--- src/rtl/bcd_time_adjust_ctrl.sv ---
// bcd_time_adjust_ctrl: key-driven BCD time/date/alarm editor with auto-repeat and load strobes.
// Define ADJ_LEAP_YEAR_EN to give February 29 days in years divisible by 4.
module bcd_time_adjust_ctrl #(
    parameter int NUM_ALARMS   = 2,
    parameter int REPEAT_DELAY = 25000000,
    parameter int REPEAT_RATE  = 5000000,
    localparam int AW = (NUM_ALARMS > 1) ? $clog2(NUM_ALARMS) : 1
) (
    input  logic                    clk,
    input  logic                    rst,
    input  logic [1:0]              mode,
    input  logic                    date_time_sel,
    input  logic [1:0]              field_sel,
    input  logic [AW-1:0]           alarm_sel,
    input  logic                    key_up,
    input  logic                    key_down,
    input  logic [23:0]             time_in,
    input  logic [23:0]             date_in,
    output logic [23:0]             adj_time,
    output logic [23:0]             adj_date,
    output logic                    time_load,
    output logic                    date_load,
    output logic [16*NUM_ALARMS-1:0] alarm_bus
);
    localparam int CMAX = (REPEAT_DELAY > REPEAT_RATE) ? REPEAT_DELAY : REPEAT_RATE;
    localparam int CW = $clog2(CMAX + 1);
    localparam logic [CW-1:0] C_DLY = CW'(REPEAT_DELAY);
    localparam logic [CW-1:0] C_RATE = CW'(REPEAT_RATE);
    localparam int SW = 5 + AW;

    typedef enum logic [1:0] {TRACK, ADJ_TIME, ADJ_DATE, ADJ_ALARM} state_t;

    state_t r_state, w_next;
    logic [23:0] r_time, r_date, w_time_step, w_date_step;
    logic [15:0] r_alarm [NUM_ALARMS];
    logic [15:0] w_alarm_cur, w_alarm_step;
    logic r_time_load, r_date_load;
    logic r_up_q, r_dn_q, r_rep, r_lock;
    logic [CW-1:0] r_cnt, w_cnt_inc;
    logic [SW-1:0] r_sel_q, w_sel;
    logic w_one, w_held, w_fresh, w_hit, w_lock, w_step;
    logic w_alarm_ok;
    logic [AW-1:0] w_alarm_idx;
    logic [7:0] w_mo_new, w_yr_new, w_feb_cur, w_feb_ny, w_dim_mo, w_dim_yr;

    function automatic logic [7:0] bcd_step(input logic [7:0] v, lo, hi, input logic up);
        logic ok;
        ok = (v[7:4] <= 4'd9) && (v[3:0] <= 4'd9) && (v >= lo) && (v <= hi);
        return !ok ? lo
             : up ? (v == hi ? lo : v[3:0] == 4'd9 ? {v[7:4] + 4'd1, 4'd0} : v + 8'd1)
             : (v == lo ? hi : v[3:0] == 4'd0 ? {v[7:4] - 4'd1, 4'd9} : v - 8'd1);
    endfunction

    function automatic logic [7:0] dim(input logic [7:0] mo, input logic [7:0] feb);
        return (mo == 8'h02) ? feb
             : (mo == 8'h04 || mo == 8'h06 || mo == 8'h09 || mo == 8'h11) ? 8'h30 : 8'h31;
    endfunction

    function automatic logic [7:0] clamp(input logic [7:0] d, input logic [7:0] lim);
        return (d > lim) ? lim : d;
    endfunction

`ifdef ADJ_LEAP_YEAR_EN
    // 10*tens mod 4 == 2*tens mod 4, so only the tens parity and the units digit matter
    function automatic logic [7:0] feb_days(input logic [4:0] yr);
        logic leap;
        leap = yr[4] ? (yr[3:0] == 4'd2 || yr[3:0] == 4'd6)
                     : (yr[3:0] == 4'd0 || yr[3:0] == 4'd4 || yr[3:0] == 4'd8);
        return leap ? 8'h29 : 8'h28;
    endfunction
`endif

    always_comb begin
        w_next = (mode == 2'b11) ? (date_time_sel ? ADJ_DATE : ADJ_TIME)
               : (mode == 2'b01) ? ADJ_ALARM : TRACK;
    end

    // Key step generation: press edge, then REPEAT_DELAY, then every REPEAT_RATE
    always_comb begin
        w_sel     = {mode, date_time_sel, field_sel, alarm_sel};
        w_one     = key_up ^ key_down;
        w_held    = key_up ? r_up_q : r_dn_q;
        w_fresh   = w_one & ~w_held;
        w_cnt_inc = r_cnt + 1'b1;
        w_hit     = w_one & w_held & (w_cnt_inc == (r_rep ? C_RATE : C_DLY));
        w_lock    = r_lock | ((w_sel != r_sel_q) & (key_up | key_down));
        w_step    = (w_fresh | w_hit) & ~w_lock;
    end

    always_ff @(posedge clk) begin
        if (rst) begin
            r_up_q  <= 1'b0;
            r_dn_q  <= 1'b0;
            r_sel_q <= '0;
            r_lock  <= 1'b0;
            r_cnt   <= '0;
            r_rep   <= 1'b0;
        end else begin
            r_up_q  <= key_up;
            r_dn_q  <= key_down;
            r_sel_q <= w_sel;
            r_lock  <= w_lock & (key_up | key_down);
            r_cnt   <= (!w_one || w_hit) ? '0 : w_fresh ? CW'(1) : w_cnt_inc;
            r_rep   <= w_one & ~w_fresh & (r_rep | w_hit);
        end
    end

    always_comb begin
        w_mo_new = bcd_step(r_date[15:8], 8'h01, 8'h12, key_up);
        w_yr_new = bcd_step(r_date[23:16], 8'h00, 8'h99, key_up);
`ifdef ADJ_LEAP_YEAR_EN
        w_feb_cur = feb_days(r_date[20:16]);
        w_feb_ny  = feb_days(w_yr_new[4:0]);
`else
        w_feb_cur = 8'h28;
        w_feb_ny  = 8'h28;
`endif
        w_dim_mo = dim(w_mo_new, w_feb_cur);
        w_dim_yr = dim(r_date[15:8], w_feb_ny);
        w_date_step = (field_sel == 2'b00) ? {r_date[23:8], bcd_step(r_date[7:0], 8'h01, dim(r_date[15:8], w_feb_cur), key_up)}
                    : (field_sel == 2'b01) ? {r_date[23:16], w_mo_new, clamp(r_date[7:0], w_dim_mo)}
                    : (field_sel == 2'b10) ? {w_yr_new, r_date[15:8], clamp(r_date[7:0], w_dim_yr)}
                    : r_date;
        w_time_step = (field_sel == 2'b00) ? {r_time[23:8], bcd_step(r_time[7:0], 8'h00, 8'h59, key_up)}
                    : (field_sel == 2'b01) ? {r_time[23:16], bcd_step(r_time[15:8], 8'h00, 8'h59, key_up), r_time[7:0]}
                    : (field_sel == 2'b10) ? {bcd_step(r_time[23:16], 8'h00, 8'h23, key_up), r_time[15:0]}
                    : r_time;
        w_alarm_ok  = {1'b0, alarm_sel} < (AW + 1)'(NUM_ALARMS);
        w_alarm_idx = w_alarm_ok ? alarm_sel : '0;
        w_alarm_cur = r_alarm[w_alarm_idx];
        w_alarm_step = (field_sel == 2'b00) ? {w_alarm_cur[15:8], bcd_step(w_alarm_cur[7:0], 8'h00, 8'h59, key_up)}
                     : (field_sel == 2'b01) ? {bcd_step(w_alarm_cur[15:8], 8'h00, 8'h23, key_up), w_alarm_cur[7:0]}
                     : w_alarm_cur;
    end

    // Each register tracks its live input unless its own edit state is current
    always_ff @(posedge clk) begin
        if (rst) begin
            r_state     <= TRACK;
            r_time      <= 24'h000000;
            r_date      <= 24'h000101;
            r_time_load <= 1'b0;
            r_date_load <= 1'b0;
            for (int k = 0; k < NUM_ALARMS; k++) r_alarm[k] <= 16'h0000;
        end else begin
            r_state     <= w_next;
            r_time_load <= (r_state == ADJ_TIME) && (w_next != ADJ_TIME);
            r_date_load <= (r_state == ADJ_DATE) && (w_next != ADJ_DATE);
            r_time      <= (r_state != ADJ_TIME) ? time_in : w_step ? w_time_step : r_time;
            r_date      <= (r_state != ADJ_DATE) ? date_in : w_step ? w_date_step : r_date;
            if (r_state == ADJ_ALARM && w_step && w_alarm_ok) r_alarm[w_alarm_idx] <= w_alarm_step;
        end
    end

    assign adj_time  = r_time;
    assign adj_date  = r_date;
    assign time_load = r_time_load;
    assign date_load = r_date_load;

    for (genvar k = 0; k < NUM_ALARMS; k++) begin : g_alarm
        assign alarm_bus[16*k +: 16] = r_alarm[k];
    end
endmodule

--- config.mk ---
export PLATFORM = sky130hd
export DESIGN_NAME = bcd_time_adjust_ctrl
export DESIGN_NICKNAME = d
export VERILOG_FILES = /design/src/rtl/bcd_time_adjust_ctrl.sv
export SDC_FILE = /design/constraint.sdc
export NUM_CORES = 1
export LEC_CHECK = 0
export BUFFER_PORTS_ARGS = -buffer_cell sky130_fd_sc_hd__buf_2
export CAP_MARGIN = 0
export CORE_UTILIZATION = 50
export CTS_CLUSTER_SIZE = 24
export DETAILED_ROUTE_END_ITERATION = 7
export PLACE_DENSITY = 0.73
export SLEW_MARGIN = 20
export SYNTH_ARGS = -nofsm -noshare
export SYNTH_HDL_FRONTEND = slang
export SYNTH_SLANG_ARGS = --single-unit
--- constraint.sdc ---
create_clock -name clk -period 4.6 [get_ports clk]
set_clock_uncertainty 0.15 [all_clocks]
set_input_delay 0.92 -clock clk [delete_from_list [all_inputs] [get_ports clk]]
set_output_delay 0.92 -clock clk [all_outputs]
set_load 0.01 [all_outputs]
==> flow_metrics.py <==
metrics = {
    "clock_tree": {
        "root_buffer": "clkbuf_16",
        "ctsLongestPathBuffers": 2,
        "path_clk_slew_ns": 0.05,
        "clock_latency_ns": 0.42,
        "cts_tree": "built",
        "h-tree-depth": 4,
        "clock-sinks": 119,
        "cts_made_buffers": 17,
    },
    "logic_synthesis": {
        "synth_seq_cells": 119,
        "synthFlopType": "dfxtp_1",
        "async_flop_share_pct": 0,
        "yosys.area_share.simple_pct": 27.6,
        "yosys.area_share.adder_pct": 5.89,
        "yosysTopAreaCellShare_pct": 17.5,
        "ys_types": 82,
        "synthesis.area_mm2": 0.00995,
        "synth.area.mux_share_pct": 4.91,
        "syn_nets": 1413,
        "syn_inst": 1309,
        "synth_compound_area_share_pct": 24.2,
        "synthXorXnorAreaFrac_pct": 4.58,
        "yosysTopAreaCell": "dfxtp_1",
        "synth.area.top_cells": "dfxtp_1, edfxtp_1, nor2_1",
        "synth_edf_count": 32,
        "synth_top_family_by_area": "simple AND/OR/NAND/NOR gates",
        "synth_most_common_cell": "nor2_1",
        "synth.top_cells.by_count": "nor2_1, nand2_1, dfxtp_1, a21oi_1, o21ai_0",
        "synth_seq_area_share_pct": 27.2,
        "synthesis.yosys.warnings": 0,
        "syn-mean-instance-area_um2": 7.60,
    },
    "hold_path": {
        "hp-class": "reg2reg",
        "min_from": "r_cnt[24]",
    },
    "timing": {
        "period_share_pct": 90.9,
        "max_freq_mhz": 239,
        "final-hold-violation-count": 0,
        "rsz0062_at_grt": "false",
        "period_needed_ns": 4.18,
        "holdWs_ns": 0.411,
        "slew_headroom_pct": 46.5,
        "final-max-slew-violation-count": 0,
        "finalSetupViolations": 0,
        "tightest_slew_ns": 0.780,
        "finalSetupTns_ns": 0,
    },
    "layout": {
        "syn_to_final_growth_pct": 15.2,
        "fin_nets": 1518,
        "instances_no_fill": 1693,
        "design_area_mm2": 0.0115,
        "drive_above_1_share_pct": 17.7,
    },
    "die": {
        "row_count": 51,
        "die_y_um": 143,
        "dieArea_mm2": 0.0205,
        "core_mm2": 0.0195,
        "ioPinCount": 140,
        "start_util_pct": 51.1,
        "die_x_um": 143,
    },
    "routing": {
        "drtIter0Drc": 1154,
        "viasPerCell": 6.17,
        "wl_per_cell_um": 17.4,
        "ant_nets": 0,
        "drt_first_pass_iters": 6,
        "drc": 0,
        "wirelength_mm": 29.4,
        "vias": 10447,
    },
    "global_routing": {
        "grt_start_max_net_pins": 51,
        "antenna_found_initial": 2,
        "grt_pass1_vias": 9228,
        "track_usage_pct": 28.9,
        "grt_pass1_wl_mm": 47.3,
        "overflow": 0,
    },
    "power_and_ir_drop": {
        "p_total_w": 0.00329,
        "ir_drop_mv": 0.263,
        "leakage_nw": 4.45,
        "power_density_mw_per_mm2": 287,
    },
    "critical_path": {
        "rr_startpoint": "r_cnt[0]",
        "path_class": "reg2reg",
        "cp-end-kind": "flip-flop",
        "critPathLaunchType": "flip-flop",
        "startpoint": "r_cnt[0]",
        "worstPathArrival_ns": 4.31,
        "path_max_fanout": 13,
        "cp.required_ns": 4.73,
    },
    "run": {
        "maxCapViolations": 0,
    },
    "run_status": {
        "status": "complete, no violations",
    },
    "place": {
        "dp_cells": 1660,
        "place_congestion": 0.941,
        "io_buffers": 139,
        "dpl.hpwl_mm": 21.0,
        "dpl_cell_area_mm2": 0.0109,
    },
}
-- report_power, final --
group	internal (W)	total (W)	switching (W)
clock network	0.000789	0.00130	0.000513
registers	0.00113	0.00123	0.000102
logic	0.000301	0.000756	0.000456
-- area by class of cell --
type,count,area [um^2]
Antenna cell,1,2.50
Sequential cell,119,2700
Multi-Input combinational cell,1050,6700
Clock buffer,21,472
Clock inverter,11,93.8
Inverter,50,188
Timing Repair Buffer,176,976
Tap cell,265,332
Fill cell,1718,8000
-- registers in the layout (all words and copies together), names as in the netlist --
register and flops:
time_load 1, date_load 1, r_dn_q 1, r_lock 1, r_alarm 32, adj_time 24, adj_date 24, r_state 2
r_rep 1, r_sel_q 6, r_cnt 25, r_up_q 1
-- worst paths after layout --
| check | end | depth (start not counted) | slack, ns |
|---|---|---|---|
| worst min register to register | r_cnt[24] | 2 | 0.41 |
| worst max register to register | adj_time[15] | 10 | 0.42 |
| worst min-delay path | r_cnt[24] | 2 | 0.41 |
| worst max-delay path | adj_time[15] | 10 | 0.42 |
-- stage by stage --
stage,util [%],setup WS (ns)
3_5_place_dp,55.9,0.239
6_report,58.9,0.418
2_1_floorplan,-,0.0860
3_3_place_gp,55.9,0.358
5_1_grt,58.9,0.0503
4_1_cts,58.8,0.363
-- worst max-delay path, cell delays in order (launching register included) --
cell	delay, ns
dfxtp_1	0.41
ha_1	0.25
nand3_1	0.21
nor4_4	0.56
nand3_1	0.17
xor2_1	0.20
or4b_4	0.56
a21oi_4	0.33
o211ai_2	0.37
and2_0	0.39
a2111oi_1	0.46
-- cell families after synthesis --
logic type | after synthesis
xor+xnor | 52
simple gates | 543
buf+inv | 140
compound gates | 361
fa+ha+maj | 47
flops | 119
mux | 47
-- repair_timing --
action | 4_1_cts | 5_1_grt
endpoints found under the setup margin | 0 | 2
resized for setup | 0 | 2
hold buffers | 0 | 0
buffers inserted | 0 | 0
-- layer usage --
layer,up-vias,wire length [um],track usage (%),part of all wire [%]
li1,5053,-,-,-
met1,4893,13500,40.4,46
met2,454,13200,45.0,45
met3,45,2200,4.93,7.5
met4,2,527,8.72,1.8
met5,-,9,0,0.031
-- cells in the final DEF (no fill, tap or decap), types with 21 or more instances in the layout --
cell type    n
a211oi_1    48
a21oi_1     80
buf_2      138
buf_4       38
dfxtp_1     87
edfxtp_1    32
ha_1        46
inv_1       49
mux2i_1     33
nand2_1    119
nand3_1     50
nand4_1     24
nor2_1     166
nor2b_1     23
nor3_1      33
nor4_1      22
o21ai_0     78
xnor2_1     31
xor2_1      21
Power figures use the tool's default switching activity.
